File: src/rtl/traffic_fsm.sv
// Two-road traffic-light phase controller.
// Steps NS/WE through green, yellow and red on a prescaled tick, and publishes
// per-direction BCD countdowns plus the phase code for the segment display driver.
module traffic_fsm #(
    parameter int TICK_DIV = 50000000,
    parameter int GREEN_S  = 25,
    parameter int YELLOW_S = 5
) (
    input  logic        clk,
    input  logic        rst,
    input  logic        hold,
    output logic [2:0]  out_LED3_NS,
    output logic [2:0]  out_LED3_WE,
    output logic [15:0] data,
    output logic [1:0]  Stage
);

    typedef enum logic [1:0] {
        ST_NS_GREEN  = 2'd0,
        ST_NS_YELLOW = 2'd1,
        ST_WE_GREEN  = 2'd2,
        ST_WE_YELLOW = 2'd3
    } stage_t;

    localparam int PW = (TICK_DIV > 1) ? $clog2(TICK_DIV) : 1;
    localparam logic [PW-1:0] PCNT_LAST = PW'(TICK_DIV - 1);
    localparam logic [6:0]    GREEN_C   = 7'(GREEN_S);
    localparam logic [6:0]    YELLOW_C  = 7'(YELLOW_S);

    localparam logic [2:0] LED_GREEN  = 3'b001;
    localparam logic [2:0] LED_YELLOW = 3'b010;
    localparam logic [2:0] LED_RED    = 3'b100;

    // Binary 0..99 to packed BCD {tens, units} by repeated subtraction of ten.
    function automatic logic [7:0] to_bcd(input logic [6:0] v);
        logic [3:0] tens;
        logic [6:0] rem;
        tens = 4'd0;
        rem  = v;
        for (int i = 0; i < 9; i++) begin
            if (rem >= 7'd10) begin
                rem  = rem - 7'd10;
                tens = tens + 4'd1;
            end else begin
                rem  = rem;
            end
        end
        return {tens, rem[3:0]};
    endfunction

    localparam logic [15:0] RESET_DATA = {to_bcd(GREEN_C), to_bcd(GREEN_C + YELLOW_C)};

    logic [PW-1:0] pcnt_q, pcnt_d;
    logic [6:0]    cnt_q, cnt_d;
    stage_t        stage_q, stage_d;
    logic          tick_s;
    logic [6:0]    ns_val_s, we_val_s;
    logic [2:0]    led_ns_s, led_we_s;

    // Hold freezes the prescaler, so a tick can only fire while running.
    assign tick_s = (hold == 1'b0) && (pcnt_q == PCNT_LAST);

    // Next-state logic for prescaler, countdown and phase sequencing.
    always_comb begin
        pcnt_d  = pcnt_q;
        cnt_d   = cnt_q;
        stage_d = stage_q;
        if (hold) begin
            pcnt_d = pcnt_q;
        end else if (tick_s) begin
            pcnt_d = '0;
            if (cnt_q > 7'd1) begin
                cnt_d = cnt_q - 7'd1;
            end else begin
                case (stage_q)
                    ST_NS_GREEN:  begin stage_d = ST_NS_YELLOW; cnt_d = YELLOW_C; end
                    ST_NS_YELLOW: begin stage_d = ST_WE_GREEN;  cnt_d = GREEN_C;  end
                    ST_WE_GREEN:  begin stage_d = ST_WE_YELLOW; cnt_d = YELLOW_C; end
                    ST_WE_YELLOW: begin stage_d = ST_NS_GREEN;  cnt_d = GREEN_C;  end
                    default:      begin stage_d = ST_NS_GREEN;  cnt_d = GREEN_C;  end
                endcase
            end
        end else begin
            pcnt_d = pcnt_q + PW'(1);
        end
    end

    // Lamp pattern and displayed countdowns; the red side counts to its own green.
    always_comb begin
        ns_val_s = cnt_q;
        we_val_s = cnt_q;
        led_ns_s = LED_RED;
        led_we_s = LED_RED;
        case (stage_q)
            ST_NS_GREEN: begin
                ns_val_s = cnt_q;
                we_val_s = cnt_q + YELLOW_C;
                led_ns_s = LED_GREEN;
                led_we_s = LED_RED;
            end
            ST_NS_YELLOW: begin
                led_ns_s = LED_YELLOW;
                led_we_s = LED_RED;
            end
            ST_WE_GREEN: begin
                ns_val_s = cnt_q + YELLOW_C;
                we_val_s = cnt_q;
                led_ns_s = LED_RED;
                led_we_s = LED_GREEN;
            end
            ST_WE_YELLOW: begin
                led_ns_s = LED_RED;
                led_we_s = LED_YELLOW;
            end
            default: begin
                led_ns_s = LED_RED;
                led_we_s = LED_RED;
            end
        endcase
    end

    // State update plus registered outputs (one-cycle lag behind the state).
    always_ff @(posedge clk) begin
        if (rst) begin
            pcnt_q      <= '0;
            cnt_q       <= GREEN_C;
            stage_q     <= ST_NS_GREEN;
            out_LED3_NS <= LED_GREEN;
            out_LED3_WE <= LED_RED;
            data        <= RESET_DATA;
            Stage       <= 2'd0;
        end else begin
            pcnt_q      <= pcnt_d;
            cnt_q       <= cnt_d;
            stage_q     <= stage_d;
            out_LED3_NS <= led_ns_s;
            out_LED3_WE <= led_we_s;
            data        <= {to_bcd(ns_val_s), to_bcd(we_val_s)};
            Stage       <= stage_q;
        end
    end

endmodule

File: config.mk
export PLATFORM = sky130hd
export DESIGN_NAME = traffic_fsm
export DESIGN_NICKNAME = d
export VERILOG_FILES = /design/src/rtl/traffic_fsm.sv
export SDC_FILE = /design/constraint.sdc
export NUM_CORES = 1
export LEC_CHECK = 0
export BUFFER_PORTS_ARGS = -buffer_cell sky130_fd_sc_hd__buf_2
export CAP_MARGIN = 20
export CORE_ASPECT_RATIO = 0.75
export CORE_MARGIN = 2
export CORE_UTILIZATION = 60
export DETAILED_ROUTE_END_ITERATION = 8
export GPL_TIMING_DRIVEN = 1
export PLACE_DENSITY = 0.77
export SYNTH_ARGS = -nofsm -noshare
export SYNTH_HDL_FRONTEND = slang
export SYNTH_SLANG_ARGS = --single-unit
File: constraint.sdc
create_clock -name clk -period 33 [get_ports clk]
set_input_delay 1.65 -clock clk [delete_from_list [all_inputs] [get_ports clk]]
set_output_delay 1.65 -clock clk [all_outputs]
set_load 0.005 [all_outputs]
### Word-level counts from Yosys, hierarchy flattened

Cells that the tools add are included.

| cells by class | value |
|---|---|
| magnitude comparators | 19 |
| multiplexer cells | 76 |
| add/subtract/negate cells | 37 |
| bitwise gates (word level) | 2 |
| equal/unequal tests | 4 |
| reduce and logical (&&, ||, !) cells | 8 |

Operators with widths:

| operator | number |
|---|---|
| $mux 7 | 35 |
| $mux 4 | 34 |
| $ge 7x4->1 const B | 18 |
| $sub 7x4->7 const B | 16 |
| $add 4x1->4 const B | 16 |
| $add 26x1->26 const B | 1 |
| $eq 26x26->1 const B | 1 |
| $mux 26 | 1 |
| $pmux 3 s3 | 2 |
| $pmux 7 s2 | 1 |
| $pmux 2 s4 | 1 |
| $reduce_or 2->1 | 4 |
| $sub 4x4->4 const B | 2 |
| $add 7x3->7 const B | 1 |
| $gt 7x1->1 const B | 1 |
| $sub 7x1->7 const B | 1 |
| $eq 2x2->1 const B | 2 |
| $reduce_and 3->1 | 1 |
| $eq 2x1->1 const B | 1 |
| $logic_not 2->1 | 1 |
| $mux 1 | 2 |
| $not 1->1 | 2 |
| $reduce_and 2->1 | 1 |
| $logic_and 1x1->1 | 1 |

| word-level totals | value |
|---|---|
| output and inout bits | 24 |
| word-level logic and storage cells | 153 |
| flip-flop bits (word level) | 59 |

### Depth between registers and ports, before layout

Gate-level depths: netlist of run 1.

| depth | value |
|---|---|
| depth after elaboration | 28 |
| gate-level depth with buffers | 65 |

### Worst setup path before layout of run 1

Ideal clock, no wire load.

| timing | value |
|---|---|
| kind | reg-to-reg |
| start point | reg stage_q[0] |
| end point | reg data[4] |
| path buffers | 4 |
| arrival time | 11.533 ns |
| setup slack | 21.344 ns |
| stages on the path, launching flop included | 62 |
| path through | dfxtp_1 -> inv_1 -> ha_1 -> buf_1 -> mux2_2 -> ha_1 -> inv_1 -> o211ai_1 -> nor3_1 -> mux2i_1 -> inv_1 -> ha_1 -> nand2_1 -> a21oi_1 -> or4_1 -> buf_2 -> clkinv_2 -> xnor2_1 -> [26 not listed] -> nand2_1 -> o21ai_0 -> inv_1 -> ha_1 -> nand2_1 -> nor2_1 -> a21oi_2 -> mux2i_1 -> ha_1 -> and2_1 -> a211oi_1 -> o21bai_2 -> xnor2_1 -> ha_1 -> o221ai_1 -> nor2_1 -> xnor2_1 -> or2_2 |

| between the ends | value |
|---|---|
| word-level cells in the longest chain between the ends | 28 |
| elaborated cells between the ends (all ways) | 60 |
| classes of those cells | add/sub (16); order compare (9); mux (34); reduce/logical (1) |

Ends and longest elaborated chain:

| element | RTL line | text |
|---|---|---|
| start, declared | 55 | `stage_t stage_q, stage_d;` |
| start signal, assigned | 135 | `stage_q <= stage_d;` |
| $logic_not 2->1 * | 94 | `case (stage_q)` |
| $mux 7 * | 94 |  |
| $sub 7x4->7 / $ge 7x4->1 (equally long branches) | 42, 41 |  |
| $mux 7 / $mux 1 (equally long branches) | 41 | `if (rem >= 7'd10) begin` |
| $mux 7 / $mux 4 (equally long branches) | 124 | `if (rst) begin` |
| $sub 7x4->7, or another cell as far along | 42 | `rem = rem - 7'd10;` |
| $mux 7 / $mux 4 (equally long branches) | 41 |  |
| $mux 7 / $mux 4 (equally long branches) | 124 |  |
| [12 not listed] | n/a |  |
| $sub 7x4->7, or another cell as far along | 42 |  |
| $mux 7 / $mux 4 (equally long branches) | 41 |  |
| $mux 7 / $mux 4 (equally long branches) | 124 |  |
| $sub 7x4->7, or another cell as far along | 42 |  |
| $mux 7 / $mux 4 (equally long branches) | 41 |  |
| $mux 7 / $mux 4 (equally long branches) | 124 |  |
| $ge 7x4->1 / $add 4x1->4 (equally long branches) | 41, 43 |  |
| $mux 4 * | 41 |  |
| end signal, assigned | 138 | `data <= {to_bcd(ns_val_s), to_bcd(we_val_s)};` |
| end, declared | 14 | `output logic [15:0] data,` |

Mark *: on every way between the ends. The rest lies on a longest branch, timed or not. The select of a mux whose other input is x is not followed.
A chain may end at the register's enable or synchronous reset.

### Worst setup path after layout of run 1

Ends and elaborated chain as after synthesis.

==> results.cfg, run 1 <==
[pwr]
leakage_nw = 3.44
finalPower_mw = 0.168
powerDensity_mw_per_mm2 = 19.1
peakVddDrop_uv = 25.3

[clocking]
cts_hold_buffers = 0
cts_buffers = 9
clk_pin_slew_worst_paths_ps = 60
cts_buffer_depth = 2
postCtsSetupBuffers = 0
cts_root_buf = clkbuf_16
htree_levels = 3
cts.sinks = 59
cts_repair_resize_count = 0
clk_latency_ps = 330
cts_tree = built

[placed_design]
dp_slack_ps = 18990
routabilityCongestion = 1.02
dp_cells = 1300
io_buffers = 26
hpwl_um = 17100
placed_area_sq_mm = 0.00850

[worst_setup_path]
path_class = flop to flop
r2r_start = stage_q[0]
reg2reg_depth = 59
worst_path_most_repeated_cell = ha_1
rrSetupSlack_ps = 18710
path_max_fanout = 15
crit_arrival_ps = 14510
crit_path_start_kind = flop
reg2reg_to = data[4]
critPathSlowestCell = or4_1
end_kind = flop
critical-path-max-stage-delay_ps = 710
crit_required_ps = 33220

[route]
drtAntennaViolNets = 0
vias = 8712
first_pass_iters = 7
met2_length_um = 9000
wl_um = 22100
vias_per_cell = 6.62
wl_met3_um = 1950
drt_iter0_drc = 971
drcViolationCount = 0
highest_layer = met5
wl_per_cell_um = 16.8
wl_met1_um = 11000

[sta]
rsz0062_at_grt = no
fmax_mhz = 70.0
finalHoldViolations = 0
fin_ws_ps = 18710
final.setup.tns_ps = 0
setup_viol = 0
drv_slew = 0
worst_pin_slew_ps = 899
min_period_over_period = 0.433
timing.hold.ws_ps = 505
min_period_ps = 14290
clock_skew_ps = 11.2
max_slew_margin = 0.400

[status]
outcome = finished clean

[logic_synthesis]
yosysWarnings = 0
async_reset_ff_frac = 0
synthFlopType = dfxtp_1
synth_edf_count = 0
avgSynthCellArea_sq_um = 7.36
synth_fp_nets = 1187
syn_inst = 1138
ys_types = 110
synth_seq_area_share = 0.141
syn_area_sq_mm = 0.00837
synth_seq_cells = 59

[cells_and_area]
final_cells = 1316
final_area_sq_mm = 0.00880
final_core_util = 0.644
drive_gt1_frac = 0.104
fin_nets = 1185
syn_to_final_growth_pct = 5.08
antennaDiodeCount = 0

[global_routing]
grt_overflow = 0
grt_util_all_layers = 0.291
antenna_found_initial = 1
grt_start_max_net_pins = 29
grt_pass1_vias = 7634
grt_pass1_wl_um = 36600

[min_path]
hold_end = pcnt_q[23]
holdPathStages = 2
hold_class = flop to flop
hold_path.startpoint = pcnt_q[23]

[run]
cap_violations = 0

[die]
fp.dieArea_sq_mm = 0.0149
start_util = 0.613
ios = 27
core_sq_mm = 0.0137
die_height_um = 106
die_x_um = 140
placementRows = 37
per-layer routing:
layer,GRT usage,vias to the layer above
met5,0,-
met4,0.0368,2
met3,0.0779,25
met2,0.428,357
met1,0.434,4011
li1,-,4317
worst max-delay path by stage:
stage | startpoint | endpoint | slack [ps] | cells past startpoint
2_1_floorplan | stage_q[0] | data[4] | 21340 | 61
3_3_place_gp | stage_q[0] | data[4] | 19070 | 59
3_5_place_dp | stage_q[0] | data[4] | 18990 | 59
4_1_cts | stage_q[0] | data[4] | 18970 | 59
5_1_grt | stage_q[0] | data[4] | 17350 | 59
6_report | stage_q[0] | data[4] | 18710 | 59
worst max-delay path: cells and delay by family, from the launching register on:
family / cells / cell delay (ps)
and+or+nand+nor: 18 / 4650
AOI/OAI and AO/OA: 13 / 3630
adders and majority gates: 10 / 2310
xor gates and xnor gates: 6 / 1360
buffers and inverters: 10 / 1210
muxes: 2 / 680
DFF: 1 / 330
cell usage after synthesis, types with 6 or more instances:
master | instances | share of area
a211o_1 | 12 | 0.013
a211oi_1 | 16 | 0.014
a21o_1 | 12 | 0.011
a21oi_1 | 56 | 0.033
a311oi_1 | 7 | 0.0073
a31oi_1 | 14 | 0.010
a32oi_1 | 9 | 0.0094
and2_1 | 16 | 0.012
and3_1 | 20 | 0.015
and4_1 | 8 | 0.0084
buf_2 | 9 | 0.0054
buf_4 | 9 | 0.0081
clkbuf_1 | 19 | 0.0085
dfxtp_1 | 59 | 0.14
ha_1 | 46 | 0.069
inv_1 | 49 | 0.022
mux2_2 | 17 | 0.023
mux2i_1 | 16 | 0.019
nand2_1 | 105 | 0.047
nand2b_1 | 11 | 0.0082
nand3_1 | 41 | 0.025
nand4_1 | 16 | 0.012
nor2_1 | 119 | 0.053
nor2b_1 | 9 | 0.0067
nor3_1 | 31 | 0.019
nor4_1 | 12 | 0.0090
o2111ai_1 | 6 | 0.0063
o211a_1 | 12 | 0.014
o211ai_1 | 28 | 0.025
o21a_1 | 9 | 0.0081
o21ai_0 | 65 | 0.039
o21ai_1 | 6 | 0.0036
o221ai_1 | 8 | 0.0084
o22ai_1 | 11 | 0.0082
o31ai_1 | 10 | 0.0090
or2_2 | 10 | 0.0075
or3_1 | 15 | 0.011
xnor2_1 | 61 | 0.064
xor2_1 | 19 | 0.020
registers in the layout (all words and copies together) (netlist names):
signal	count
Stage	2
cnt_q	7
out_LED3_WE	3
pcnt_q	26
data	16
stage_q	2
out_LED3_NS	3
power by group:
part / total (mW) / switching [mW] / leakage [nW] / internal, mW
clock network: 0.0941 / 0.0340 / 0.145 / 0.0601
logic: 0.00196 / 0.00148 / 2.81 / 0.000472
registers: 0.0716 / 0.000173 / 0.476 / 0.0715
layout by cell type (no fill, tap or decap), drive strengths merged, types with 8 or more instances in the layout:
| cell type | n |
|---|---|
| nor2 | 120 |
| nand2 | 106 |
| o21ai | 73 |
| xnor2 | 62 |
| dfxtp | 59 |
| a21oi | 58 |
| inv | 54 |
| ha | 46 |
| nand3 | 44 |
| nor3 | 37 |
| o211ai | 31 |
| buf | 29 |
| and3 | 22 |
| mux2 | 20 |
| xor2 | 19 |
| a211oi | 18 |
| nand4 | 17 |
| mux2i | 17 |
| or3 | 17 |
| and2 | 16 |
| a31oi | 15 |
| nor4 | 13 |
| o211a | 13 |
| a21o | 12 |
| a211o | 12 |
| o22ai | 11 |
| nand2b | 11 |
| or2 | 11 |
| clkbuf | 11 |
| o31ai | 10 |
| a32oi | 10 |
| nor2b | 9 |
| o21a | 9 |
| o221ai | 8 |
| and4 | 8 |
area by class of cell:
type                    count  area, sq um
flip-flops and latches     59         1180
clock inverters             5         52.6
fillers                  1204         4860
repair buffers             29          153
inverters                  56          214
multi-input cells         981         6740
well taps                 175          219
clock buffers              11          243
logic make-up (layout without fill, tap and decap cells):
kind of cell / count (synthesis) / count (layout) / synth area share
xor+xnor: 82 / 82 / 0.0883
mux: 37 / 37 / 0.0481
buf+inv: 98 / 101 / 0.0544
fa+ha+maj: 46 / 46 / 0.0687
compound gates: 363 / 363 / 0.320
simple gates: 453 / 453 / 0.280
flops: 59 / 59 / 0.141
Note: power is estimated with default switching activity, not from simulation.
==> run 2: changes to the inputs <==
CORE_UTILIZATION = 59   (was 60)
PLACE_DENSITY = 0.79   (was 0.77)
clock period = 11.7 ns   (was 33 ns; I/O delays follow)
==> run 2 against run 1 <==
  * Worst setup slack got worse by 18000 ps
  * Register-to-register slack got worse by 18000 ps
  * Via count increased by 6.2%
  * Largest cell class unchanged
  * Maximum frequency increased by 28%
  * Clock skew about the same
  * Critical endpoint is now data[7]
  * Combinational power increased to 3.1 times the previous value
  * Flip-flop and latch count unchanged
  * Routed wire length increased by 8.9%
==> results.cfg, run 2 (synthesis results as in run 1) <==
[clocking]
cts_hold_buffers = 0
cts_buffer_depth = 2
clk_latency_ps = 340
htree_levels = 3
clk_pin_slew_worst_paths_ps = 60
cts_root_buf = clkbuf_16
cts.sinks = 59
cts_buffers = 9
cts_tree = built

[route]
drt_iter0_drc = 1046
first_pass_iters = 6
wl_per_cell_um = 17.4
drcViolationCount = 0
vias = 9250
vias_per_cell = 6.69
drtAntennaViolNets = 0
wl_um = 24000

[cells_and_area]
syn_to_final_growth_pct = 14.0
final_common_cell = nor2_1
final_cells = 1382
multiInputGateArea_sq_mm = 0.00699
layout_common_cells = nor2_1 (114), nand2_1 (104), buf_4 (67)
regMostFlops = pcnt_q
largest_reg_flops = 26
fin_nets = 1250
drive_gt1_frac = 0.187
seqCellArea_sq_mm = 0.00119
reg_top3 = pcnt_q (26), data (16), cnt_q (7)
fill_cells = 1135

[sta]
setup_viol = 0
min_period_over_period = 0.953
min_period_ps = 11150
fin_ws_ps = 545
clock_skew_ps = 11.0
finalHoldViolations = 0
max_slew_margin = 0.315
fmax_mhz = 89.6
final.setup.tns_ps = 0
worst_pin_slew_ps = 1010
drv_slew = 0

[worst_setup_path]
critical-path-max-stage-delay_ps = 610
reg2reg_to = data[7]
critPathSlowestCell = or4_1
end_kind = flop
worst_path_most_repeated_cell = ha_1
crit_required_ps = 11930
reg2reg_depth = 56
r2r_start = cnt_q[2]
crit_path_start_kind = flop
crit_arrival_ps = 11390
rrSetupSlack_ps = 550
path_class = flop to flop
path_max_fanout = 15

[min_path]
holdPathStages = 2
hold_path.startpoint = pcnt_q[25]
hold_end = pcnt_q[25]
hold_class = flop to flop

[run]
cap_violations = 0

[global_routing]
grt_pass1_wl_um = 38900
antenna_found_initial = 1
grt_overflow = 0
grt_start_max_net_pins = 29
grt_pass1_vias = 8067
grt_util_all_layers = 0.306

[placed_design]
io_buffers = 26
routabilityCongestion = 0.970
hpwl_um = 17800
dp_cells = 1348
dp_slack_ps = -281

[pwr]
leakage_nw = 3.80
powerDensity_mw_per_mm2 = 47.9
peakVddDrop_uv = 63.7
finalPower_mw = 0.457

[die]
fp.dieArea_sq_mm = 0.0152
ios = 27
die_height_um = 107
core_sq_mm = 0.0138
start_util = 0.607
placementRows = 37
die_x_um = 142

[status]
outcome = finished clean
run 2: worst max-delay path: cells and delay by family (launching register included):
kind            cells  cell delay (ps)
compound gates     17             3350
xor+xnor            3              470
flops               1              390
buf+inv             9             1210
simple gates       18             3780
fa+ha+maj           8             1580
mux                 1              240
run 2: what timing repair did:
action / CTS / global route
setup buffers: 4 / 13
gates resized for setup: 3 / 56
pin swaps: 1 / 17
setup endpoints to repair: 6 / 14
run 2: worst max-delay path by stage:
stage                     endpoint  slack [ps]       start
final                      data[7]         550    cnt_q[2]
after global placement    data[15]         240  stage_q[0]
after global routing       data[7]        -200    cnt_q[0]
after floorplan            data[4]          40  stage_q[0]
after detailed placement  data[15]        -280  stage_q[0]
after CTS                 data[15]          20    cnt_q[0]
run 2: area by class of cell:
type / instances / share of cell area
multi-input cells: 981 / 0.733
clock inverters: 7 / 0.00564
flip-flops and latches: 59 / 0.125
diodes: 1 / 0.000262
clock buffers: 9 / 0.0236
inverters: 56 / 0.0227
well taps: 175 / 0.0229
repair buffers: 94 / 0.0675
run 2: through the flow:
step | cell area [sq um] | utilization | hold WS (ps)
2_1_floorplan | 8370 | - | 471
3_3_place_gp | 8860 | 0.642 | 488
3_5_place_dp | 8860 | 0.642 | 500
4_1_cts | 9180 | 0.666 | 515
5_1_grt | 9540 | 0.691 | 529
6_report | 9540 | 0.692 | 511
run 2: report_power, final:
part | leakage (nW) | switching (mW) | internal [mW]
clock network | 0.128 | 0.106 | 0.144
logic | 3.20 | 0.00467 | 0.00133
registers | 0.476 | 0.000522 | 0.201
total | 3.80 | 0.111 | 0.347
run 2: layer usage:
metal / up-vias / global-route usage / wire length [um]
met5: - / 0 / 0
met4: 0 / 0.0507 / 398
met3: 57 / 0.0679 / 2290
met2: 473 / 0.457 / 9980
met1: 4277 / 0.454 / 11400
li1: 4443 / - / -
